File: config.mk
export PLATFORM = sky130hd
export DESIGN_NAME = sim_arbiter
export DESIGN_NICKNAME = d
export VERILOG_FILES = /design/src/rtl/sim_pkg.sv /design/src/rtl/sim_arbiter_rr_pick.sv /design/src/rtl/sim_arbiter.sv
export SDC_FILE = /design/constraint.sdc
export NUM_CORES = 1
export LEC_CHECK = 0
export CAP_MARGIN = 5
export CORE_MARGIN = 8
export CORE_UTILIZATION = 45
export CTS_BUF_LIST = sky130_fd_sc_hd__clkbuf_4 sky130_fd_sc_hd__clkbuf_8 sky130_fd_sc_hd__clkbuf_16
export DETAILED_ROUTE_END_ITERATION = 8
export PLACE_DENSITY_LB_ADDON = 0.12
export SLEW_MARGIN = 20
export SYNTH_ARGS = -nofsm -noshare
export SYNTH_HDL_FRONTEND = slang
export SYNTH_HIERARCHICAL = 1
export SYNTH_SLANG_ARGS = --single-unit
File: constraint.sdc
create_clock -name clk -period 2.6 [get_ports clk]
set_clock_uncertainty 0.05 [all_clocks]
set_input_delay 0.26 -clock clk [delete_from_list [all_inputs] [get_ports clk]]
set_output_delay 0.26 -clock clk [all_outputs]
set_load 0.01 [all_outputs]
File: src/rtl/sim_pkg.sv
// sim_pkg: shared widths, pipeline stage records and the absolute-difference helper for sim_arbiter.
// Contents:
//   SIM_W       operand/result width (8)
//   SIM_LAT     accept-to-response latency in cycles (3)
//   SIM_STAT_W  grant counter width (16)
//   SIM_IDW_MAX ID field width in the stage records, wide enough for NREQ up to 8
//   sim_s1_t    stage 1 record: valid, id, op1, op2
//   sim_s2_t    stage 2 record: valid, id, d
package sim_pkg;
    localparam int SIM_W       = 8;
    localparam int SIM_LAT     = 3;
    localparam int SIM_STAT_W  = 16;
    localparam int SIM_IDW_MAX = 3;

    typedef struct packed {
        logic                   valid;
        logic [SIM_IDW_MAX-1:0] id;
        logic [SIM_W-1:0]       op1;
        logic [SIM_W-1:0]       op2;
    } sim_s1_t;

    typedef struct packed {
        logic                   valid;
        logic [SIM_IDW_MAX-1:0] id;
        logic [SIM_W-1:0]       d;
    } sim_s2_t;

    // Subtracts the smaller operand from the larger one, so the result never wraps.
    function automatic logic [SIM_W-1:0] sim_absdiff(input logic [SIM_W-1:0] a, input logic [SIM_W-1:0] b);
        return (a > b) ? a - b : b - a;
    endfunction
endpackage

File: src/rtl/sim_arbiter_rr_pick.sv
// rr_pick: combinational round-robin picker; grants the first valid requester at or after ptr.
// Ports:
//   req    in  NREQ  per-requester request
//   ptr    in  IDW   requester with highest priority this cycle
//   en     in  1     grant enable; low forces gnt to zero
//   gnt    out NREQ  one-hot grant (zero when disabled or idle)
//   gnt_id out IDW   encoded grant (0 when gnt is zero)
module rr_pick #(
    parameter int NREQ = 4,
    parameter int IDW  = $clog2(NREQ)
) (
    input  logic [NREQ-1:0] req,
    input  logic [IDW-1:0]  ptr,
    input  logic            en,
    output logic [NREQ-1:0] gnt,
    output logic [IDW-1:0]  gnt_id
);
    logic [IDW-1:0] w_idx;

    // Scanning from the far end down lets the requester closest to ptr win last.
    always_comb begin
        gnt_id = '0;
        w_idx  = '0;
        for (int i = NREQ - 1; i >= 0; i--) begin
            w_idx = IDW'((int'(ptr) + i) % NREQ);
            if (req[w_idx]) gnt_id = w_idx;
        end
        gnt = (en && |req) ? {{(NREQ-1){1'b0}}, 1'b1} << gnt_id : '0;
    end
endmodule

File: src/rtl/sim_arbiter.sv
// sim_arbiter: round-robin arbiter feeding a 3-stage similarity pipeline (res = 255 - |op1 - op2|).
// Optional feature macro: SIM_ARB_STATS_EN adds stat_clr/stat_cnt per-requester grant counters.
// Ports:
//   clk        in  1        clock, rising edge
//   rst        in  1        asynchronous active-low reset
//   en         in  1        grant enable; low blocks new grants while the pipeline drains
//   req_valid  in  NREQ     per-requester request
//   req_ready  out NREQ     one-hot grant; transfer when valid & ready
//   req_op1    in  NREQ*W   operand 1, requester i at [i*W +: W]
//   req_op2    in  NREQ*W   operand 2, same packing
//   stat_clr   in  1        clear all grant counters (SIM_ARB_STATS_EN only)
//   stat_cnt   out NREQ*16  saturating grant counters (SIM_ARB_STATS_EN only)
//   rsp_valid  out 1        one-cycle pulse per accepted op, 3 cycles after transfer
//   rsp_id     out IDW      requester ID of the result
//   rsp_res    out W        255 - |op1 - op2|
module sim_arbiter
    import sim_pkg::*;
#(
    parameter int NREQ = 4,
    parameter int W    = SIM_W,
    parameter int IDW  = $clog2(NREQ)
) (
    input  logic                       clk,
    input  logic                       rst,
    input  logic                       en,
    input  logic [NREQ-1:0]            req_valid,
    output logic [NREQ-1:0]            req_ready,
    input  logic [NREQ*W-1:0]          req_op1,
    input  logic [NREQ*W-1:0]          req_op2,
`ifdef SIM_ARB_STATS_EN
    input  logic                       stat_clr,
    output logic [NREQ*SIM_STAT_W-1:0] stat_cnt,
`endif
    output logic                       rsp_valid,
    output logic [IDW-1:0]             rsp_id,
    output logic [W-1:0]               rsp_res
);
    logic [IDW-1:0]  r_ptr;
    logic [IDW-1:0]  w_gnt_id;
    logic [IDW-1:0]  w_ptr_nxt;
    logic [NREQ-1:0] w_gnt;
    logic            w_xfer;
    sim_s1_t         r_s1;
    sim_s2_t         r_s2;
    logic            r_rsp_valid;
    logic [IDW-1:0]  r_rsp_id;
    logic [W-1:0]    r_rsp_res;

    // Gating en with the reset keeps req_ready low for the whole reset window.
    rr_pick #(.NREQ(NREQ), .IDW(IDW)) u_pick (
        .req    (req_valid),
        .ptr    (r_ptr),
        .en     (en & rst),
        .gnt    (w_gnt),
        .gnt_id (w_gnt_id)
    );

    assign req_ready = w_gnt;
    assign w_xfer    = |w_gnt;
    assign w_ptr_nxt = (w_gnt_id == IDW'(NREQ - 1)) ? '0 : w_gnt_id + 1'b1;
    assign rsp_valid = r_rsp_valid;
    assign rsp_id    = r_rsp_id;
    assign rsp_res   = r_rsp_res;

    always_ff @(posedge clk or negedge rst) begin
        if (!rst) begin
            r_ptr       <= '0;
            r_s1        <= '0;
            r_s2        <= '0;
            r_rsp_valid <= 1'b0;
            r_rsp_id    <= '0;
            r_rsp_res   <= '0;
        end else begin
            if (w_xfer) r_ptr <= w_ptr_nxt;
            r_s1        <= '{valid: w_xfer, id: SIM_IDW_MAX'(w_gnt_id),
                             op1: req_op1[w_gnt_id*W +: W], op2: req_op2[w_gnt_id*W +: W]};
            r_s2        <= '{valid: r_s1.valid, id: r_s1.id, d: sim_absdiff(r_s1.op1, r_s1.op2)};
            r_rsp_valid <= r_s2.valid;
            // Result fields hold across bubbles; 255 - d is just the bitwise complement.
            if (r_s2.valid) begin
                r_rsp_id  <= r_s2.id[IDW-1:0];
                r_rsp_res <= ~r_s2.d;
            end
        end
    end

`ifdef SIM_ARB_STATS_EN
    logic [NREQ-1:0][SIM_STAT_W-1:0] r_cnt;

    // Clear wins over a same-cycle increment; counters stick at all-ones.
    always_ff @(posedge clk or negedge rst) begin
        if (!rst) r_cnt <= '0;
        else begin
            for (int i = 0; i < NREQ; i++) begin
                if (stat_clr) r_cnt[i] <= '0;
                else if (w_gnt[i] && r_cnt[i] != '1) r_cnt[i] <= r_cnt[i] + 1'b1;
            end
        end
    end

    assign stat_cnt = r_cnt;
`endif
endmodule

======== Word-level counts from Yosys, hierarchy flattened ========
Cells that the tools add are included.
word-level totals
  bits in registers ....................... 43
  input bits .............................. 71
  output and inout bits ................... 15
  logic and storage cells ................. 46
operators by class
  $add $sub $neg .......................... 6
  magnitude comparators ................... 5
  eq/ne operators ......................... 1
  shift-type cells ........................ 3
  muxes and demuxes ....................... 15
  bitwise gates (word level) .............. 2
  reductions and logical operators ........ 3
operators with widths
  operator               count
  $shiftx A32 B6 Y8      2
  $sub A8 B8 Y8          2
  $lt A2 B3 Y1 const B   4
  $mux W2                5
  $bmux W1 S2            4
  $gt A8 B8 Y1           1
  $mux W8                1
  $not A8 Y8             1
  $reduce_or A4 Y1       2
  $add A2 B1 Y2 const B  2
  $add A2 B2 Y2 const B  2
  $mux W1                4
  $mux W4                1
  $shl A1 B2 Y4 const A  1
  $eq A2 B2 Y1 const B   1
  $and A1 B1 Y1          1
  $logic_and A1 B1 Y1    1

======== Longest topological paths before layout ========
Gate-level depths: netlist of run 1.
  word-level depth ........................ 10
  gate-level depth with buffers ........... 9
  mapped depth without buffers ............ 8

======== Cells and area by module ========
Netlist of run 1, hierarchy kept.
by module, submodules not included
  module       instances  cells an instance  area an instance (um2)  seq. area each (um2)
  sim_arbiter  1          176                2318.5                  1076.0
  rr_pick      1          18                 135.1                   0.0

======== Least setup slack after synthesis of run 1 ========
OpenSTA, ideal clock, no wires.
  kind .................................... register to register
  from .................................... register r_ptr[1]
  to ...................................... register r_s1[0] (netlist name)
  setup time .............................. 0.139 ns
  arrival time ............................ 2.071 ns
  required time ........................... 2.411 ns
  path slack .............................. 0.340 ns
  cell stages (with the launch flop) ...... 7
  path buffers ............................ 2
  period minus slack after synthesis ...... 2.260 ns
  cells stage by stage .................... dfrtp_1 mux2i_1 nor2_1 nor3_4 buf_2 buf_2 mux4_2
between the ends
  word-level cells in the longest chain between the ends .. 8
  elaborated cells on any way between the ends .. 16
  classes of those cells .................. add/sub: 3; shift: 1; mux: 12
ends and longest elaborated chain
  what                           RTL line                   text
  start, declared                sim_arbiter.sv:38          logic [IDW-1:0] r_ptr;
  start signal, assigned         sim_arbiter.sv:74          if (w_xfer) r_ptr <= w_ptr_nxt;
  $add A2 B2 Y2                  sim_arbiter_rr_pick.sv:25  w_idx = IDW'((int'(ptr) + i) % NREQ);
  $bmux W1 S2                    sim_arbiter_rr_pick.sv:26  if (req[w_idx]) gnt_id = w_idx;
  $mux W1 (implied by the code)  sim_arbiter_rr_pick.sv:26
  $mux W2 (3 in a row)           sim_arbiter_rr_pick.sv:26
  $mux W2 (*)                    sim_arbiter_rr_pick.sv:26
  net w_gnt_id[0]                sim_arbiter.sv:39          logic [IDW-1:0] w_gnt_id;
  $shiftx A32 B6 Y8 (*)          sim_arbiter.sv:76          op1: req_op1[w_gnt_id*W +: W], op2: req_op2[w_gnt_id*W +: W]};
  end signal, assigned           sim_arbiter.sv:75          r_s1 <= '{valid: w_xfer, id: SIM_IDW_MAX'(w_gnt_id),
  end, declared                  sim_arbiter.sv:43          sim_s1_t r_s1;
The timed path passes the listed nets; every way through them passes the cells marked *. The select of a mux whose other input is x is not followed.
A chain may end at the register's enable or synchronous reset.

======== Worst setup path in the final report of run 1 ========
  from .................................... input port req_valid[1]
  to ...................................... output port req_ready[0]
between the ends
  word-level cells in the longest chain between the ends .. 8
  elaborated cells on any way between the ends .. 16
  classes of those cells .................. shift: 1; mux: 13; reduce/logical: 2
ends and longest elaborated chain
  what                           RTL line                   text
  start, declared                sim_arbiter.sv:26          input logic [NREQ-1:0] req_valid,
  $bmux W1 S2                    sim_arbiter_rr_pick.sv:26
  $mux W1 (implied by the code)  sim_arbiter_rr_pick.sv:26
  $mux W2 (3 in a row)           sim_arbiter_rr_pick.sv:26
  $mux W2 (*)                    sim_arbiter_rr_pick.sv:26
  net w_gnt_id[1]                sim_arbiter.sv:39
  $shl A1 B2 Y4 (*)              sim_arbiter_rr_pick.sv:28  gnt = (en && |req) ? {{(NREQ-1){1'b0}}, 1'b1} << gnt_id : '0;
  $mux W4 (*)                    sim_arbiter_rr_pick.sv:28
  end, declared                  sim_arbiter.sv:27          output logic [NREQ-1:0] req_ready,
Marked as above.

==> flow_summary.toml, run 1 <==
[cts]
post_cts_buffers = 0
path_clk_slew_ns = 0.07
clock_path_buffers = 2
tritoncts = "done"
cts_inserted_buffers = 5
ctsHoldBuffers = 0
worstSkewPairLatency_ns = 0.29
cts_resized = 0
cts_root_buf = "clkbuf_8"
cts_sinks = 43
htree_levels = 2

[power_and_ir_drop]
powerDensity_nw_per_um2 = 1090
ir_drop_uv = 427.1
p_leak_nw = 1.548

[sta]
rsz0062_at_grt = "yes"
slew_headroom = 0.6605
tightest_slew_ns = 0.5093
finalHoldViolCount = 0
fin_crit_ns = 2.493
fin_crit_sh = 0.9587
fmax_mhz = 401.2
setup_viol_count_final = 0
maxSlewViolCount = 0

[die]
die_area_sq_um = 8071
ios = 86
fp.dieW_microns = 89.84
coreArea_sq_um = 5371
die_height_microns = 89.84
rows = 27
start_util = 0.4568

[cells_and_area]
final_common_cell = "clkdlybuf4s50_1"
area_growth_pct = 42.38
fin_area_sq_um = 3493
fin_cells = 354
final_cell_mix = "clkdlybuf4s50_1 (84), dfrtp_1 (43), inv_1 (27)"
fillers = 455
diodes = 0
drive_gt1_frac = 0.1631
nets = 370

[route]
drtIter0Drc = 56
vias = 1749
drc = 0
ant_nets = 0
routed_wl_microns = 5080
wl_per_cell_microns = 14.35
dr.pass1.iters = 4
vias_per_cell = 4.941

[grt]
gr-usage-met2 = 0.2110
use_met3 = 0.05736
met1_usage = 0.1556
track_usage = 0.1341
grt_max_degree = 44
grt_pass1_vias = 1976
grt_overflow = 0
grt_pass1_wl_microns = 8921
antenna_found_initial = 0
top_usage_layer = "met2"

[setup_path]
worstPathRequired_ns = 2.29
crit_family = "buffers and inverters"
crit_buf_inv = 3
cpPeakStageDelay_ns = 0.61
crit_arrival_ns = 2.18
crit_top_cell = "clkdlybuf4s50_1"
critPathKind = "in2out"
path_cells = "clkdlybuf4s50_1, a21oi_2, o21a_1, o22ai_2, inv_2, nor3_2, clkdlybuf4s50_1"
crit_path_max_fanout = 5
startpoint_type = "input pin"
cp-end-kind = "output pin"
slowest_stage = "clkdlybuf4s50_1"

[logic_synthesis]
avgSynthCellArea_sq_um = 12.65
yosysTopAreaCell = "dfrtp_1"
yosys_warnings = 6
yosys.area.top_type_share = 0.4386
synth.area.top_cells = "dfrtp_1 (44%), mux4_2 (15%), ha_1 (8.2%)"
synthCells = 194
synth_seq_cells = 43
ys_seq_area_frac = 0.4386
synth_cell_types = 41
syn_area_sq_um = 2454
syn_nets = 283

[place]
placed_cell_area_sq_um = 3367
dp_hpwl_microns = 4192
dp_cells = 346
gp_congestion = 0.8535
portBuffers = 85

[run_status]
status = "completed"

[hold_path]
min_path_type = "in2async"

[job]
maxCapViolCount = 0
[Yosys cell counts]
| master | instances |
|---|---|
| a211oi_1 | 2 |
| a211oi_2 | 1 |
| a21o_1 | 2 |
| a21o_2 | 2 |
| a21oi_1 | 6 |
| a21oi_2 | 2 |
| a311oi_1 | 2 |
| a31oi_1 | 4 |
| and2_1 | 1 |
| and3_1 | 2 |
| and3_2 | 1 |
| buf_2 | 6 |
| buf_6 | 2 |
| clkbuf_1 | 2 |
| dfrtp_1 | 43 |
| fa_1 | 2 |
| ha_1 | 16 |
| inv_1 | 27 |
| inv_2 | 1 |
| mux2_2 | 3 |
| mux2i_1 | 16 |
| mux4_2 | 16 |
| nand2_1 | 6 |
| nand3b_1 | 1 |
| nand4_1 | 2 |
| nor2_1 | 3 |
| nor3_1 | 1 |
| nor3_2 | 1 |
| nor3_4 | 1 |
| nor3b_1 | 1 |
| nor4_1 | 1 |
| o21a_1 | 1 |
| o21ai_0 | 5 |
| o21ai_1 | 1 |
| o21bai_1 | 1 |
| o22a_1 | 1 |
| o22ai_2 | 1 |
| o31ai_1 | 1 |
| o41ai_2 | 1 |
| xnor2_1 | 2 |
| xor2_1 | 4 |
[stage by stage]
step                      worst slack (ns)  power [mW]    TNS, ns  hold WS [ns]    util
final                               0.1075       3.809          0       0.02883  0.6504
after global routing             -0.001198       4.145  -0.001198       0.08091  0.6504
after CTS                           0.1040       3.852          0       0.03581  0.6487
after detailed placement            0.1112       3.304          0        0.2847  0.6268
after global placement              0.1166       3.272          0        0.2817  0.6268
after floorplan                     0.3400       2.758          0      -0.08559       -
[metal layers]
layer,routed length [microns],up-vias,part of all wire
li1,-,862,-
met1,2179,820,0.43
met2,2407,63,0.47
met3,421,4,0.083
met4,71,0,0.014
met5,0,-,0
[area by class of cell]
class                           instances  area (sq um)  area share
Sequential cell                        43          1076      0.3080
Inverter                               28         105.1     0.03009
Multi-Input combinational cell        113          1221      0.3496
Clock buffer                            6         82.58     0.02364
Clock inverter                          2         35.03     0.01003
Timing Repair Buffer                   90         883.3      0.2529
Tap cell                               72         90.09     0.02579
[report_power, final]
part	total (mW)	switching [mW]	internal, mW
registers	1.17	0.176	0.998
clock network	0.517	0.207	0.310
logic	2.12	1.01	1.10
total	3.81	1.40	2.41
[path summary, 6_finish.rpt]
check,slack [ns],depth (start not counted),start,endpoint
worst min-delay path,0.03,2,rst,rsp_valid
max in group asynchronous,2.11,2,rst,r_s1[4]
worst min register to register,0.30,0,r_s1[19],r_s2[11]
worst max register to register,0.25,7,r_s1[0],r_s2[2]
worst max-delay path,0.11,7,req_valid[1],req_ready[0]
min in group clk,0.30,0,r_s1[19],r_s2[11]
[flip-flops by register name (all words and copies together) (netlist names)]
name	flops
rsp_valid	1
r_s2	11
rsp_res	8
r_s1	19
r_ptr	2
rsp_id	2
[kinds of logic (layout without fill, tap and decap cells)]
kind of cell | Yosys count | in the layout | synth area share
AO/OA/AOI/OAI | 33 | 33 | 0.09791
flip-flops | 43 | 43 | 0.4386
XOR/XNOR | 6 | 6 | 0.02142
buffers and inverters | 38 | 126 | 0.06731
AND/OR/NAND/NOR | 21 | 21 | 0.05100
multiplexers | 35 | 35 | 0.2259
adder cells (fa/ha/maj) | 18 | 18 | 0.09791
(Power assumes the default switching activity.)
==> run 2: changes to the inputs <==
Settings changed: CTS_CLUSTER_SIZE set to 12.
==> results of run 2 <==
No change in the layout: final DEF, timing and power equal those of run 1.
==> RTL edit (flow settings as in run 1) <==
`NREQ` is set to 4 in 2 places; all go to 8.
--- a/src/rtl/sim_arbiter_rr_pick.sv
+++ b/src/rtl/sim_arbiter_rr_pick.sv
@@ -8,3 +8,3 @@
 module rr_pick #(
-    parameter int NREQ = 4,
+    parameter int NREQ = 8,
     parameter int IDW  = $clog2(NREQ)
--- a/src/rtl/sim_arbiter.sv
+++ b/src/rtl/sim_arbiter.sv
@@ -18,3 +18,3 @@
 #(
-    parameter int NREQ = 4,
+    parameter int NREQ = 8,
     parameter int W    = SIM_W,
Interface: changed (5 resized); port bits go from 86 to 159. No check against the original RTL was run, so the function may have changed too.
==> RTL edit against run 1 <==
The flow now finishes with violations (negative setup slack); design area is 100% higher; maximum frequency fell by 27%; sequential cell count is 4 higher; routed wire length grew to 2.8 times the old value; worst hold slack got worse by 0.0080 ns; register-to-register slack worse by 1.0 ns; synthesized area up 72%; combinational power rose to 5.4 times the old value; critical path depth rose by 4; setup slack lost 0.90 ns; total power increased to 3.5 times the old value; critical path type is now reg -> reg; sequential share of layout area decreased by 14 points; highest routed layer unchanged.
==> RTL edit: results (changes against run 1) <==
- The number of DRC markers after the initial detailed-route iteration is 196 (+250%).
- In the synthesized netlist, the cells that appear most often are 47 x dfrtp_1, 44 x mux4_2, 30 x inv_1.
- r_s1 holds more flip-flops than any other register.
- The setup violation total in the final timing report is 29 (+29).
- The final RePlAce weighted congestion came to 0.954 (+12%).
- In the synthesized netlist the dominant register cell turns out to be dfrtp_1.
- The detailed placer's ending HPWL is 11100 microns (+170%).
- The slowest stage of the critical path is the mux4_2 cell.
- The clock-pin slew reported for the worst setup and hold paths after clock tree synthesis is 0.09 ns (+0.02 ns).
- The via count normalized by instance count is 5.75 (+16%).
- For the worst-skew pair, the clock arrives at the later sink with an insertion delay of 0.30 ns.
- Clock tree synthesis selected as its root buffer the cell clkbuf_8.
- Broken down by cell family, the worst path's largest delay share belongs to multiplexers.
- The worst setup path is of the reg -> reg kind.
- The maximum number of pins on one net before global-route repair is 48 (+9.1%).
- The total global routing track utilization was 22.0% (+8.6 points).
- The peak supply drop is 1050 uV (+150%).
- The internal power consumption was 0.00789 W (+230%).
- The mean routed wirelength per cell is 21.6 microns (+51%).
- The min-delay analysis places its worst path in the category in -> async.
- The delay contributed by the slowest stage of the critical path came to 0.55 ns (-0.06 ns).
- The worst setup path startpoint is r_ptr[0].
- The worst path setup slack after routing came to -0.797 ns (-0.905 ns).
- The leakage power summed over all cells is 2.95 nW (+91%).
- The maximum fanout encountered on the critical timing path was 6 (+1).
- The arrival time of data at the critical path endpoint is 3.54 ns (+1.36 ns).
- The run finished, with violations left.
- The buffer levels on the longest clock path was 2 (unchanged).
- The number of distinct library cells after synthesis is 56 (+37%).
- The number of buffers added by the clock tree synthesis step is 5 (unchanged).
- The quantity of I/O buffers inserted on ports is 158 (+86%).
- The number of flip-flops under the largest register name is 20 (+1).
- The final layout net count is 716 (+94%).
- The final-layout fill cell count came to 581 (+28%).
- The number of cells in the design after placement came to 635 (+84%).
- The fraction of the yosys area taken by sequential cells came to 27.9% (-16 points).
- The via count of the first global-routing pass came to 4198 (+110%).
- The initial antenna violation count is 0 (unchanged).
- The worst reg2reg path depth is 11 (+4).
- The count of non-filler cells in the finished layout is 668 (+89%).
- The number of warnings printed during yosys synthesis is 6 (unchanged).
- The placement-stage cell area came to 6280 sq um (+87%).
- The terminus of the critical flop-to-flop path is r_s1[12].
- The gate count after technology mapping is 338 (+74%).
- The wire length of the first global-routing pass is 22200 microns (+150%).
- The count of inserted antenna diode cells came to 0 (unchanged).
- In this run the critical register-to-register path is launched from r_ptr[0].
- The checks that failed: negative setup slack.
- The fraction of layout cells with a size suffix above 1 is 40.0% (+24 points).
- The proportion of register bits with asynchronous set or reset after synthesis was 100% (unchanged).
- Sorting the synthesized cells by area gives the leading types as dfrtp_1 28%, mux4_2 24%, mux2_2 7.2%, ha_1 5.6%, mux2i_1 5.5%.
- The total negative slack for setup checks is -20.67 ns (-20.67 ns).
- The actual slew at the worst max-slew pin is 0.570 ns (+0.0609 ns).
- The number of nets produced by synthesis came to 498 (+76%).
- The number of search-and-repair iterations in the first detailed-routing pass is 5 (+1).
- The count of H-tree levels built during CTS is 2 (unchanged).
==> RTL edit: cell count changes in the layout (fill, tap and decap cells not counted), sizes merged, moves of 4 or more <==
cell                  run 1  this run
mux4                     16        50
nor3b                     1         5
mux2                      3        28
a221oi                    0         5
buf                       6        84
clkdlybuf4s50            84       149
mux2i                    16        24
nor4                      1         5
o21ai                     6        11
dfrtp                    43        47
and2                      1         6
nand2                     6        13
==> RTL edit: routing by layer <==
layer	up-vias	part of all wire (%)	track usage [%]
li1	1741	-	-
met1	1906	38	24.9
met2	174	53	40.0
met3	20	8.0	6.76
met4	0	0.87	3.96
met5	-	0	0
==> RTL edit: cells by family (layout without fill, tap and decap cells) <==
logic type / after synthesis / in the layout / share of synthesized area, %
AO/OA/AOI/OAI: 51 / 51 / 8.79
XOR/XNOR: 9 / 9 / 1.87
adder cells (fa/ha/maj): 21 / 21 / 6.59
buffers and inverters: 54 / 273 / 6.71
flip-flops: 47 / 47 / 27.9
multiplexers: 102 / 102 / 40.8
AND/OR/NAND/NOR: 54 / 54 / 7.30
==> RTL edit: cell type report <==
class,instances,share of cell area (%)
well taps,111,1.99
multi-input cells,237,44.9
flip-flops and latches,47,16.9
clock buffers,6,1.18
inverters,30,1.61
clock inverters,2,0.233
repair buffers,235,33.2
==> RTL edit: how the worst min path moves through the flow <==
stage / end / startpoint / slack, ns / cells past startpoint
5_1_grt: r_s2[10] / rst / 0.07 / 2
2_1_floorplan: r_ptr[0] / rst / -0.09 / 0
4_1_cts: rsp_id[0] / rst / 0.04 / 2
6_report: r_s1[18] / rst / 0.02 / 2
3_3_place_gp: r_s2[8] / r_s1[16] / 0.28 / 0
3_5_place_dp: r_s2[10] / r_s1[18] / 0.29 / 0
==> RTL edit: through the flow <==
step                      setup slack (ns)  utilization, %
after floorplan                     -0.793               -
after global placement               -1.03            68.7
after detailed placement             -1.12            68.7
after CTS                           -0.760            74.3
after global routing                -0.894            76.3
final                               -0.797            76.3
==> RTL edit: power groups by stage <==
stage | logic (W) | clock network [W] | registers, W
after CTS | 0.0109 | 0.000468 | 0.00146
after floorplan | 0.00676 | 0 | 0.00142
after detailed placement | 0.00909 | 0 | 0.00146
after global routing | 0.0122 | 0.000507 | 0.00148
after global placement | 0.00893 | 0 | 0.00143
final | 0.0115 | 0.000458 | 0.00144
==> RTL edit: worst register-to-register path: stages, from the launching register on <==
cell and delay (ns):
dfrtp_2 0.47, buf_12 0.16, buf_6 0.13, mux2_4 0.30, mux4_2 0.55, o21ai_2 0.17, nand4_1 0.17, nand4_4 0.23
buf_12 0.15, buf_12 0.12, mux4_2 0.51, mux2_4 0.28
==> RTL edit: timing repair <==
action / CTS / global route
setup endpoints to repair: 31 / 31
gates resized for setup: 87 / 35
setup buffers: 16 / 8
cloned: 3 / 1
pin swaps: 11 / 17
